`src/rtl/alu_exec.sv`:
```
// alu_exec: RV32I execute stage sitting directly downstream of the register file.
//   Accepts two operands plus a decoded op and computes the ALU result. It holds the
//   result until the consumer takes it and drives the register-file write port.
//   Shifts are iterative, moving at most SHIFT_STEP bits per cycle. All other ops
//   complete in a single cycle.
// Ports:
//   clkin, rst_in                 clock (rising edge), async active-high reset
//   in_valid / in_ready           input handshake; in_ready is high only in IDLE
//   op_in                         {funct7[5], funct3}
//   op1_in, op2_in, rd_idx_in     operands and destination register index
//   out_valid / out_ready         output handshake
//   out_result, out_rd_idx        held result and its destination index
//   wr_en_out                     register-file write strobe (suppressed for x0)
module alu_exec #(
   parameter int unsigned XLEN       = 32,
   parameter int unsigned SHIFT_STEP = 1
) (
   input  logic            clkin,
   input  logic            rst_in,
   input  logic            in_valid,
   output logic            in_ready,
   input  logic [3:0]      op_in,
   input  logic [XLEN-1:0] op1_in,
   input  logic [XLEN-1:0] op2_in,
   input  logic [4:0]      rd_idx_in,
   output logic            out_valid,
   input  logic            out_ready,
   output logic [XLEN-1:0] out_result,
   output logic [4:0]      out_rd_idx,
   output logic            wr_en_out
);

   localparam logic [3:0] OpAdd  = 4'b0000;
   localparam logic [3:0] OpSub  = 4'b1000;
   localparam logic [3:0] OpSll  = 4'b0001;
   localparam logic [3:0] OpSlt  = 4'b0010;
   localparam logic [3:0] OpSltu = 4'b0011;
   localparam logic [3:0] OpXor  = 4'b0100;
   localparam logic [3:0] OpSrl  = 4'b0101;
   localparam logic [3:0] OpSra  = 4'b1101;
   localparam logic [3:0] OpOr   = 4'b0110;
   localparam logic [3:0] OpAnd  = 4'b0111;

   localparam logic [4:0] StepW = 5'(SHIFT_STEP);

   typedef enum logic [1:0] {StIdle, StShift, StDone} state_e;

   state_e          state_q;
   logic [XLEN-1:0] acc_q;    // shift accumulator, and the held result in DONE
   logic [4:0]      count_q;  // remaining shift distance
   logic [3:0]      op_q;     // shift kind latched on accept
   logic [4:0]      rd_q;

   logic [XLEN-1:0] alu_d;
   logic [XLEN-1:0] shift_d;
   logic [4:0]      step;
   logic [4:0]      shamt;
   logic            is_shift;

   assign shamt    = op2_in[4:0];
   assign is_shift = (op_in == OpSll) || (op_in == OpSrl) || (op_in == OpSra);

   // Single-cycle results. A shift lands here only when shamt is 0, so it passes op1 through.
   always_comb begin
      alu_d = '0;
      case (op_in)
         OpAdd:                alu_d = op1_in + op2_in;
         OpSub:                alu_d = op1_in - op2_in;
         OpSlt:                alu_d = XLEN'($signed(op1_in) < $signed(op2_in));
         OpSltu:               alu_d = XLEN'(op1_in < op2_in);
         OpXor:                alu_d = op1_in ^ op2_in;
         OpOr:                 alu_d = op1_in | op2_in;
         OpAnd:                alu_d = op1_in & op2_in;
         OpSll, OpSrl, OpSra:  alu_d = op1_in;
         default:              alu_d = '0;
      endcase
   end

   // One iteration of the shifter: move by min(SHIFT_STEP, remaining).
   always_comb begin
      step    = (count_q < StepW) ? count_q : StepW;
      shift_d = acc_q;
      case (op_q)
         OpSll:   shift_d = acc_q << step;
         OpSrl:   shift_d = acc_q >> step;
         default: shift_d = $signed(acc_q) >>> step;
      endcase
   end

   always_ff @(posedge clkin or posedge rst_in) begin
      if (rst_in) begin
         state_q <= StIdle;
         acc_q   <= '0;
         count_q <= '0;
         op_q    <= '0;
         rd_q    <= '0;
      end else begin
         case (state_q)
            StIdle: begin
               if (in_valid) begin
                  rd_q <= rd_idx_in;
                  if (is_shift && (shamt != 5'd0)) begin
                     acc_q   <= op1_in;
                     count_q <= shamt;
                     op_q    <= op_in;
                     state_q <= StShift;
                  end else begin
                     acc_q   <= alu_d;
                     state_q <= StDone;
                  end
               end
            end
            StShift: begin
               acc_q   <= shift_d;
               count_q <= count_q - step;
               if (count_q == step) state_q <= StDone;
            end
            StDone: begin
               if (out_ready) state_q <= StIdle;
            end
            default: state_q <= StIdle;
         endcase
      end
   end

   // Gate with reset so the stage never advertises readiness while held in reset.
   assign in_ready   = (state_q == StIdle) && !rst_in;
   assign out_valid  = (state_q == StDone);
   assign out_result = acc_q;
   assign out_rd_idx = rd_q;
   assign wr_en_out  = out_valid && out_ready && (rd_q != 5'd0);

endmodule

```
`config.mk`:
```
export PLATFORM = sky130hd
export DESIGN_NAME = alu_exec
export DESIGN_NICKNAME = d
export VERILOG_FILES = /design/src/rtl/alu_exec.sv
export SDC_FILE = /design/constraint.sdc
export NUM_CORES = 1
export LEC_CHECK = 0
export CORE_ASPECT_RATIO = 1.75
export CORE_MARGIN = 3
export CORE_UTILIZATION = 45
export DETAILED_ROUTE_END_ITERATION = 12
export GPL_TIMING_DRIVEN = 0
export MAX_ROUTING_LAYER = met4
export PLACE_DENSITY = 0.65
export SLEW_MARGIN = 5
export SYNTH_ARGS = -nofsm -noshare
export SYNTH_HDL_FRONTEND = slang
export SYNTH_SLANG_ARGS = --single-unit
```
`constraint.sdc`:
```
create_clock -name clkin -period 2.3 [get_ports clkin]
set_clock_uncertainty 0.05 [all_clocks]
set_input_delay 0.575 -clock clkin [delete_from_list [all_inputs] [get_ports clkin]]
set_output_delay 0.575 -clock clkin [all_outputs]
set_load 0.01 [all_outputs]
```
## After elaboration in Yosys (flattened, before gate mapping)

Index checks and enable logic that the tools add are counted.

- Memories: 0
- Word-level logic and storage cells: 67
- Latch bits: 0
- Output and inout bits: 40
- RAM bits: 0
- Input bits: 77
- Bits in registers: 48
- Memory bits (read-only): 0

- Reductions and logical operators: 18
- Eq/ne operators: 18
- $add $sub $neg: 3
- Divide/modulo/power cells: 0
- Bitwise logic cells: 3
- Mux-type cells: 14
- $mul: 0
- Shifts and indexed selects: 3
- $lt $le $gt $ge: 3

Operators with widths:

| cell | number |
|---|---|
| $pmux W32 S8 | 1 |
| $pmux W32 S2 | 2 |
| $lt A32 B32 Y1 | 2 |
| $mux W32 | 2 |
| $add A32 B32 Y32 | 1 |
| $and A32 B32 Y32 | 1 |
| $or A32 B32 Y32 | 1 |
| $shl A32 B5 Y32 | 1 |
| $shr A32 B5 Y32 | 1 |
| $sshr A32 B5 Y32 | 1 |
| $sub A32 B32 Y32 | 1 |
| $xor A32 B32 Y32 | 1 |
| $eq A4 B3 Y1 const B | 5 |
| $mux W5 | 3 |
| $pmux W5 S2 | 1 |
| $reduce_bool A5 Y1 | 2 |
| $reduce_and A3 Y1 | 3 |
| $eq A4 B1 Y1 const B | 2 |
| $eq A4 B2 Y1 const B | 2 |
| $eq A4 B4 Y1 const B | 2 |
| $mux W2 | 4 |
| $ne A2 B2 Y1 const B | 3 |
| $pmux W2 S3 | 1 |
| $eq A5 B5 Y1 | 1 |
| 13 further kinds | 18 |

## Depth between registers and ports, before layout

Gate-level depths: netlist (run 1).

- Depth in word-level cells: 7
- Depth in mapped cells: 13
- Mapped depth without buffers: 13

## Worst setup path after synthesis (run 1)

Ideal clock, no wire load.

- Kind: input port to flip-flop
- From: input port op1_in[0]
- To: register acc_q[22] (netlist: out_result[22])
- Setup time: 146 ps
- Arrival: 3,035 ps
- Cell stages on the path: 13
- Data required time: 2,104 ps
- Slack: -931 ps
- Cell sequence: inv_1 > ha_1 > inv_1 > fa_1 > nor2b_1 > o21ai_1 > a31oi_2 > nor4b_4 > o21ai_1 > a2111o_1 > a22o_1 > a22oi_1 > a311oi_1

- Cells in the longest elaborated chain, start to end: 5

Ends and longest elaborated chain:

| what | line | RTL |
|---|---|---|
| start, declared | 23 | `input logic [XLEN-1:0] op1_in,` |
| $sub A32 B32 Y32 or $add A32 B32 Y32 (tied branches) | 68, 67 |  |
| $pmux W32 S8 * | 66 | `case (op_in)` |
| $mux W32 * | 102 | `if (is_shift && (shamt != 5'd0)) begin` |
| $mux W32 * | 100 | `if (in_valid) begin` |
| $pmux W32 S2 * | 98 | `case (state_q)` |
| end signal, assigned | 103 | `acc_q <= op1_in;` |
| end signal, assigned | 108 | `acc_q <= alu_d;` |
| end signal, assigned | 114 | `acc_q <= shift_d;` |
| end, declared | 49 | `logic [XLEN-1:0] acc_q;` |

Every way passes the cells marked *; elsewhere a longest branch is shown, timed or not. The select of a mux whose other input is x is not followed.
A chain may end at the register's enable or synchronous reset.

## Final worst setup path (run 1)

- From: input port op1_in[0]
- To: register acc_q[20] (netlist: out_result[20])

Same word-level chain as after synthesis.

==> run_results.csv, run 1 <==
group,metric,value,unit
route,drtIter0Drc,955,
floorplan,die_w,105,microns
setup_path,cp-startpoint,"op1_in[0]",
min_path,hp-class,"reg2reg",
setup_path,rrSetupSlack,-0.39,ns
synthesis,syn_inst,1060,
floorplan,die_h,179,microns
timing,finalCritPeriodShare,1.39,
placement,place_hpwl,26500,microns
clocking,clkSinkCount,48,
timing,hold_viol,0,
setup_path,arrival,3.35,ns
grt,grt_pass1_vias,9922,
timing,maxSlewViolCount,0,
setup_path,rr_worst_depth,8,
route,dr_total_vias,10100,
status,status,"finished, violations left",
pwr,total_power,8000,uW
setup_path,cp-endpoint,"out_result[20]$_DFFE_PP0P_",
synthesis,synth_area_leaders,"ha_1 (17%), dfrtp_1 (16%), a21oi_1 (6.0%), nand2_1 (5.4%), o21ai_0 (4.9%)",
setup_path,r2r-start,"count_q[1]$_DFFE_PP0P_",
clocking,cts_buffers,5,
floorplan,io_pins,117,
cells_and_area,syn2layout_area_growth,56.8,%
timing,fmax,313,MHz
setup_path,cp.required,2.45,ns
pwr,power_density,661,mW/mm^2
synthesis,yosysUniqueCellTypes,95,
clocking,postCtsHoldBufs,0,
timing,fin_setup_tns,-18.06,ns
timing,rsz0062_at_grt,"yes",
cells_and_area,stdcell_area,0.0121,sq mm
synthesis,ys_seq_area_frac,0.156,
grt,grt_pass1_wl,55700,microns
setup_path,worst-path-max-fanout,4,
grt,grtUsageTotal,0.394,
synthesis,ys_seq_elements,48,
timing,setup_violations,30,
grt,grt_max_degree,32,
synthesis,yosys.area.top_type,"ha_1",
floorplan,coreArea,0.0166,sq mm
route,drt-total-wl,37900,microns
grt,overflow,0,
placement,place_congestion,0.998,
setup_path,critPathLaunchType,"input port",
synthesis,async_flop_share,1.00,
floorplan,start_util,0.465,
floorplan,die_area,0.0188,sq mm
synthesis,netlist.area_leader.share,0.169,
placement,dpl-instance-area,0.00956,sq mm
synthesis,syn-num-nets,1243,
synthesis,synth_warnings,0,
clocking,clkTransAtPathRegs,0.07,ns
setup_path,timing.rr.end,"out_result[24]$_DFFE_PP0P_",
timing,worstMarginPinSlew,0.749,ns
synthesis,synth_ff_type,"dfrtp_1",
clocking,cts_tree,"done",
flow_run,maxCapViolCount,0,
clocking,clock_path_buffers,2,
synthesis,synth_edf_count,0,
timing,relSlewSlack,0.500,
floorplan,num_rows,62,
pwr,p_leak,0.00512,uW
route,drt-wirelength-per-cell,24.6,microns
placement,io_buffers,115,
clocking,htreeDepth,2,
setup_path,endpoint_kind,"flip-flop",
cells_and_area,drive_gt1_frac,0.353,
synthesis,syn_area,0.00772,sq mm
synthesis,syn-mean-instance-area,7.28,sq um
grt,grt_antenna_before_repair,0,
timing,timing.final.ws_setup,-0.897,ns
setup_path,worstSetupPathType,"in2reg",
route,drtPass1Iterations,6,
route,via_per_inst,6.57,
route,drcViolationCount,0,
placement,pre_cts_slack,-2.11,ns
clocking,clk-insertion-delay-late,0.30,ns
timing,hold_ws,0.422,ns
status,violations,"negative setup slack",
clocking,cts-root-buf,"clkbuf_16",
timing,min_period,3.20,ns
cells_and_area,n_antenna_cell,0,
pwr,ir_drop,441,uV
route,ant_nets,0,
cells_and_area,final_nets,1496,
==> kinds of logic after synthesis <==
family / count (synthesis) / share of synthesized area
xor gates and xnor gates: 15 / 0.0170
adders and majority gates: 106 / 0.174
and+or+nand+nor: 325 / 0.203
muxes: 10 / 0.0139
buffers and inverters: 166 / 0.0846
AOI/OAI and AO/OA: 390 / 0.352
DFF: 48 / 0.156
==> cell usage in the layout, fill, tap and decap left out, drive strengths merged, types with 9 or more instances in the layout <==
cell type and count:
nor2b 14, a21oi 94, nor2 81, nor3 19
dlygate4sd2 12, dfrtp 48, nand3 24, clkdlybuf4s50 63
inv 96, clkbuf 58, nand2 112, a221oi 34
nand4 14, xnor2 10, a31oi 18, nor4 11
or3 9, a311oi 10, a211oi 11, nand2b 14
ha 104, a22oi 9, buf 181, o21ai 93
a21o 15
==> registers in the layout (all words and copies together) (netlist names) <==
signal,flops
count_q,5
state_q,2
out_result,32
op_q,4
out_rd_idx,5
==> report_power, final <==
part | switching (uW) | internal (uW)
combinational | 3060 | 2420
clock | 333 | 407
sequential | 524 | 1260
==> per-stage QoR <==
step | utilization | cells
CTS | 0.698 | 1509
global route | 0.729 | 1538
global placement | 0.574 | 1399
finish | 0.729 | 1538
detailed placement | 0.576 | 1400
floorplan | - | 1060
==> timing repair <==
action	in CTS	in global routing
pin swaps	112	104
gates resized for setup	421	120
hold endpoints to repair	0	0
gates cloned	0	0
endpoints found under the setup margin	51	44
buffers inserted	109	36
==> layer usage <==
layer / global-route usage / vias up / part of all wire
met5: - / - / 0
met4: 0.327 / 0 / 0.099
met3: 0.0559 / 260 / 0.082
met2: 0.656 / 709 / 0.48
met1: 0.413 / 4735 / 0.34
li1: - / 4394 / -
==> critical path, cell delays in order <==
cell      delay, ns
buf_12         0.11
buf_12         0.12
inv_12         0.04
ha_4           0.12
inv_2          0.03
fa_2           0.35
nor2b_4        0.15
o21ai_4        0.17
a31oi_4        0.14
nor4b_4        0.29
buf_6          0.17
buf_6          0.11
o41ai_4        0.06
a221oi_2       0.32
xor2_1         0.23
a21oi_2        0.09
a311oi_1       0.25
==> final cells by class <==
type / instances / area [sq um]
timing repair buffer: 254 / 2210
fill: 1317 / 4500
clock buffer: 7 / 133
clock inverter: 1 / 8.76
buffer: 59 / 541
multi-input combinational: 846 / 7300
tap: 224 / 280
inverter: 99 / 428
sequential: 48 / 1200
==> synthesized netlist by cell type (6+ instances only) <==
| master | count |
|---|---|
| xnor2_1 | 10 |
| dfrtp_1 | 48 |
| o31ai_1 | 8 |
| nand2b_1 | 14 |
| o211ai_1 | 7 |
| nand4_1 | 14 |
| a22oi_1 | 9 |
| o21bai_1 | 8 |
| a221o_1 | 6 |
| nand2_1 | 112 |
| or3_1 | 9 |
| o21ai_1 | 15 |
| ha_1 | 104 |
| nor2b_1 | 14 |
| a21oi_1 | 92 |
| a21o_1 | 15 |
| nand3_1 | 24 |
| a211oi_1 | 9 |
| o221ai_1 | 8 |
| nor3_1 | 18 |
| nor4_1 | 10 |
| nor2_1 | 80 |
| o21a_1 | 6 |
| buf_1 | 6 |
| inv_1 | 96 |
| buf_2 | 9 |
| a311oi_1 | 10 |
| a31oi_1 | 16 |
| o22ai_1 | 7 |
| o21ai_0 | 75 |
| a221oi_1 | 32 |
| clkbuf_1 | 48 |
==> how the worst min path moves through the flow <==
stage / to / start / cells past startpoint
after global routing: op_q[0]$_DFFE_PP0P_ / op_q[0]$_DFFE_PP0P_ / 1
after global placement: op_q[0]$_DFFE_PP0P_ / op_q[0]$_DFFE_PP0P_ / 1
final: op_q[0]$_DFFE_PP0P_ / op_q[0]$_DFFE_PP0P_ / 1
after detailed placement: op_q[0]$_DFFE_PP0P_ / op_q[0]$_DFFE_PP0P_ / 1
after CTS: op_q[0]$_DFFE_PP0P_ / op_q[0]$_DFFE_PP0P_ / 1
after floorplan: op_q[0]$_DFFE_PP0P_ / op_q[0]$_DFFE_PP0P_ / 1
Note: power is estimated with default switching activity, not from simulation.
==> run 2: changes to the inputs <==
CORE_UTILIZATION = 37   (was 45)
PLACE_DENSITY = 0.55   (was 0.65)
==> run_results.csv, run 2 (synthesis results as in run 1) <==
group,metric,value,unit
cells_and_area,largest_reg_flops,32,
cells_and_area,final_cells,1547,
placement,place_hpwl,27600,microns
timing,min_period,3.12,ns
cells_and_area,n_antenna_cell,0,
setup_path,endpoint_kind,"flip-flop",
grt,grt_pass1_vias,9560,
route,ant_nets,0,
clocking,cts_buffers,5,
cells_and_area,final_nets,1481,
route,wl_met2,18800,microns
min_path,hp-class,"reg2reg",
cells_and_area,drive_gt1_frac,0.343,
pwr,sw_frac_of_total,0.490,
route,wl_met1,14000,microns
flow_run,maxCapViolCount,0,
pwr,comb_power_share,0.676,
clocking,clk-insertion-delay-late,0.30,ns
pwr,p_leak,0.00508,uW
timing,rsz0062_at_grt,"yes",
placement,place_congestion,0.975,
timing,hold_ws,0.412,ns
status,status,"finished, violations left",
route,drcViolationCount,0,
pwr,power_density,669,mW/mm^2
route,met3WireLength,2210,microns
clocking,htreeDepth,2,
floorplan,die_area,0.0227,sq mm
placement,io_buffers,115,
timing,relSlewSlack,0.526,
grt,grtUsageTotal,0.335,
route,top_layer,"met4",
route,drtPass1Iterations,6,
timing,maxSlewViolCount,0,
floorplan,io_pins,117,
floorplan,die_w,115,microns
timing,fin_setup_tns,-16.14,ns
timing,finalCritPeriodShare,1.36,
clocking,cts-root-buf,"clkbuf_16",
setup_path,worstSetupPathType,"in2reg",
grt,grt_antenna_before_repair,0,
pwr,p_clk_frac,0.099,
clocking,clkTransAtPathRegs,0.07,ns
clocking,clkSinkCount,48,
timing,fmax,320,MHz
setup_path,critPathLaunchType,"input port",
floorplan,coreArea,0.0204,sq mm
route,via_per_inst,6.26,
cells_and_area,layout_common_cells,"buf_4 (113), nand2_1 (105), ha_1 (75), a21oi_1 (70), nor2_1 (67)",
route,dr_total_vias,9681,
setup_path,cp.required,2.43,ns
grt,grt_pass1_wl,56100,microns
timing,setup_violations,30,
setup_path,arrival,3.26,ns
route,drt-total-wl,38300,microns
clocking,cts_tree,"done",
cells_and_area,final_core_util,0.583,
route,drtIter0Drc,831,
cells_and_area,layout_commonest_cell,"buf_4",
pwr,p_int,4060,uW
placement,pre_cts_slack,-2.39,ns
floorplan,start_util,0.379,
floorplan,die_h,197,microns
cells_and_area,syn2layout_area_growth,54.0,%
clocking,clock_path_buffers,2,
status,violations,"negative setup slack",
timing,worstMarginPinSlew,0.708,ns
pwr,pwr-share-seq,0.225,
placement,dp.cells,1424,
timing,timing.final.ws_setup,-0.821,ns
grt,grt_max_degree,33,
timing,hold_viol,0,
grt,overflow,0,
floorplan,num_rows,69,
pwr,ir_drop,462,uV
setup_path,worst-path-max-fanout,4,
route,drt-wirelength-per-cell,24.7,microns
pwr,p_sw,3900,uW
[run 2: changes by cell type in the layout (fill, tap and decap cells not counted), sizes merged]
cell,change
clkdlybuf4s50,-2
clkdlybuf4s15,-3
inv,+1
dlymetal6s2s,+5
clkbuf,+4
buf,-18
dlygate4sd2,-2
[run 2: worst paths after layout]
kind | from | to | slack [ns] | cells after the start
setup / recovery | op2_in[1] | out_result[31]$_DFFE_PP0P_ | -0.82 | 13
hold / removal | op_q[0]$_DFFE_PP0P_ | op_q[0]$_DFFE_PP0P_ | 0.41 | 1
setup reg to reg | count_q[1]$_DFFE_PP0P_ | out_result[24]$_DFFE_PP0P_ | -0.40 | 7
hold reg to reg | op_q[0]$_DFFE_PP0P_ | op_q[0]$_DFFE_PP0P_ | 0.41 | 1
max in group asynchronous | rst_in | out_result[9]$_DFFE_PP0P_ | 1.12 | 3
min in group asynchronous | rst_in | out_rd_idx[2]$_DFFE_PP0P_ | 0.56 | 2
[run 2: worst max-delay path, cell delays in order]
cell	delay (ns)
buf_12	0.08
clkinvlp_4	0.12
ha_4	0.30
a21o_1	0.15
nand4_1	0.12
a211o_1	0.40
a2111oi_4	0.34
buf_4	0.23
o21ai_4	0.08
a311o_1	0.32
xnor2_2	0.16
a221oi_2	0.27
o21ai_1	0.09
[run 2: metal layers]
metal / vias up / global-route usage
met2: 460 / 0.562
met3: 188 / 0.0365
met4: 0 / 0.217
met1: 4679 / 0.371
li1: 4354 / -
met5: - / -
[run 2: power groups by stage]
stage                     combinational (uW)  clock [uW]  sequential (uW)
after floorplan                         2570           0             1730
after global placement                  4540           0             1770
after detailed placement                4560           0             1760
after CTS                               5010         793             1770
after global routing                    5780         823             1840
final                                   5380         786             1790
[run 2: what timing repair did]
item	in CTS	in global routing
pin swaps	88	100
gates cloned	0	0
gates resized for setup	350	173
buffers inserted	86	39
hold buffers	0	0
endpoints found under the setup margin	51	46
[run 2: final cells by class]
type	instances	area, sq um
multi-input combinational	846	7180
timing repair buffer	239	2100
fill	1915	8490
buffer	59	510
inverter	99	430
tap	248	310
clock buffer	6	139
sequential	48	1200
clock inverter	2	13.8
[run 2: stage by stage]
stage	power [uW]	cell area, sq um
6_report	7960	11900
5_1_grt	8450	11900
4_1_cts	7570	11200
3_5_place_dp	6320	9590
3_3_place_gp	6310	9570
2_1_floorplan	4290	8100
==> run 3: changes to the inputs <==
CTS_BUF_LIST = sky130_fd_sc_hd__clkbuf_8   (was not set)
==> run_results.csv, run 3 (synthesis results as in run 1) <==
group,metric,value,unit
status,status,"finished, violations left",
status,violations,"negative setup slack",
pwr,comb_power_share,0.693,
cells_and_area,final_nets,1483,
cells_and_area,largest_reg_flops,32,
route,drtIter0Drc,1046,
setup_path,critPathLaunchType,"input port",
placement,place_congestion,0.975,
route,drcViolationCount,0,
floorplan,io_pins,117,
setup_path,endpoint_kind,"flip-flop",
setup_path,worst-path-max-fanout,4,
route,ant_nets,0,
cells_and_area,syn2layout_area_growth,54.4,%
cells_and_area,fillCellCount,1929,
grt,overflow,0,
timing,hold_ws,0.422,ns
timing,timing.final.ws_setup,-0.799,ns
placement,dp.cells,1424,
grt,grt_pass1_vias,9534,
pwr,pwr-share-seq,0.233,
timing,hold_viol,0,
cells_and_area,n_antenna_cell,0,
grt,grt_pass1_wl,55900,microns
route,dr_total_vias,9728,
clocking,cts_buffers,5,
pwr,sw_frac_of_total,0.499,
floorplan,die_area,0.0227,sq mm
pwr,p_sw,3860,uW
setup_path,crit_chain,"buf_12, clkinvlp_4, ha_4, a21o_1, nand4_1, a211o_4, a2111oi_4, buf_4, o21ai_4, a311o_1, xnor2_2, a221oi_2, o21ai_1",
cells_and_area,drive_gt1_frac,0.341,
clocking,postCtsHoldBufs,0,
floorplan,die_h,197,microns
pwr,ir_drop,315,uV
clocking,clkTransAtPathRegs,0.10,ns
timing,maxSlewViolCount,0,
cells_and_area,layout_common_cells,"buf_4 (109), nand2_1 (105), ha_1 (76), a21oi_1 (74), nor2_1 (72)",
timing,setup_violations,30,
pwr,p_int,3880,uW
min_path,hp-class,"reg2reg",
timing,worstMarginPinSlew,0.718,ns
clocking,cts-root-buf,"clkbuf_8",
timing,rsz0062_at_grt,"yes",
floorplan,num_rows,69,
floorplan,coreArea,0.0204,sq mm
cells_and_area,layout_commonest_cell,"buf_4",
floorplan,start_util,0.379,
timing,min_period,3.10,ns
pwr,p_clk_frac,0.073,
clocking,clk-insertion-delay-late,0.32,ns
floorplan,die_w,115,microns
setup_path,worst_path_max_delay_cell,"a211o_4",
cells_and_area,final_cells,1549,
timing,relSlewSlack,0.509,
flow_run,maxCapViolCount,0,
clocking,clkSinkCount,48,
setup_path,cp_slowest_stage_delay,0.41,ns
placement,place_hpwl,27600,microns
pwr,power_density,649,mW/mm^2
placement,io_buffers,115,
clocking,cts_tree,"done",
clocking,clock_path_buffers,2,
clocking,htreeDepth,2,
grt,grtUsageTotal,0.333,
route,via_per_inst,6.28,
route,drtPass1Iterations,6,
timing,finalCritPeriodShare,1.35,
setup_path,arrival,3.25,ns
route,drt-total-wl,38100,microns
grt,grt_antenna_before_repair,0,
route,drt-wirelength-per-cell,24.6,microns
pwr,p_leak,0.00508,uW
timing,fmax,323,MHz
setup_path,worstSetupPathType,"in2reg",
grt,grt_max_degree,33,
setup_path,cp.required,2.45,ns
==> run 3: cell count changes in the layout (fill, tap and decap cells not counted), moves of 3 or more <==
cell,previous run,this run
a21oi_1,70,74
a21oi_2,19,15
buf_4,113,109
buf_6,31,34
clkbuf_16,7,2
clkbuf_2,27,21
clkbuf_8,8,15
inv_1,62,58
inv_2,24,27
nor2_1,67,72
nor2_2,8,1
==> run 3: power by group through the flow <==
| stage | logic [uW] | clock network, uW | registers, uW |
|---|---|---|---|
| after floorplan | 2570 | 0 | 1730 |
| after global placement | 4540 | 0 | 1770 |
| after detailed placement | 4560 | 0 | 1760 |
| after CTS | 4970 | 569 | 1780 |
| after global routing | 5770 | 606 | 1850 |
| final | 5370 | 567 | 1810 |
==> run 3: layout make-up <==
class | instances | area [sq um] | share of cell area
Timing Repair Buffer | 241 | 2160 | 0.181
Clock inverter | 2 | 13.8 | 0.00115
Buffer | 59 | 522 | 0.0438
Sequential cell | 48 | 1200 | 0.101
Clock buffer | 6 | 82.6 | 0.00693
Multi-Input combinational cell | 846 | 7190 | 0.603
Tap cell | 248 | 310 | 0.0260
Inverter | 99 | 438 | 0.0367
==> run 3: routing by layer <==
metal | wire [microns] | GRT usage | vias up | share of wire
li1 | - | - | 4365 | -
met1 | 14000 | 0.372 | 4708 | 0.37
met2 | 19000 | 0.557 | 494 | 0.50
met3 | 2200 | 0.0325 | 161 | 0.058
met4 | 3000 | 0.216 | 0 | 0.079
met5 | 0 | - | - | 0
==> run 3: path summary, 6_finish.rpt <==
kind | startpoint | to | slack [ns] | cells past startpoint
worst max-delay path | op2_in[1] | out_result[31]$_DFFE_PP0P_ | -0.80 | 13
worst min-delay path | op_q[0]$_DFFE_PP0P_ | op_q[0]$_DFFE_PP0P_ | 0.42 | 1
worst max register to register | count_q[1]$_DFFE_PP0P_ | out_result[24]$_DFFE_PP0P_ | -0.36 | 8
worst min register to register | op_q[0]$_DFFE_PP0P_ | op_q[0]$_DFFE_PP0P_ | 0.42 | 1
max in group asynchronous | rst_in | out_result[9]$_DFFE_PP0P_ | 1.15 | 3
min in group asynchronous | rst_in | out_rd_idx[2]$_DFFE_PP0P_ | 0.53 | 2
==> run 3: worst max-delay path, delay by kind of cell <==
family | cells | cell delay [ns]
AO/OA/AOI/OAI | 7 | 1.64
buffers and inverters | 3 | 0.41
adder cells (fa/ha/maj) | 1 | 0.30
XOR/XNOR | 1 | 0.15
AND/OR/NAND/NOR | 1 | 0.16
==> run 3: what timing repair did <==
action | 4_1_cts | 5_1_grt
hold endpoints to repair | 0 | 0
gates resized for setup | 334 | 185
pin swaps | 80 | 102
endpoints found under the setup margin | 51 | 42
setup buffers | 79 | 49
==> run 3: metrics by stage <==
stage	worst slack [ns]	utilization	area (sq um)	total power, uW	setup TNS, ns
5_1_grt	-0.890	0.585	11900	8230	-18.08
6_report	-0.799	0.585	11900	7740	-15.61
3_5_place_dp	-2.39	0.471	9590	6320	-88.56
4_1_cts	-0.843	0.543	11100	7320	-15.47
2_1_floorplan	-0.726	-	8100	4290	-9.29
3_3_place_gp	-2.43	0.469	9570	6310	-119.03
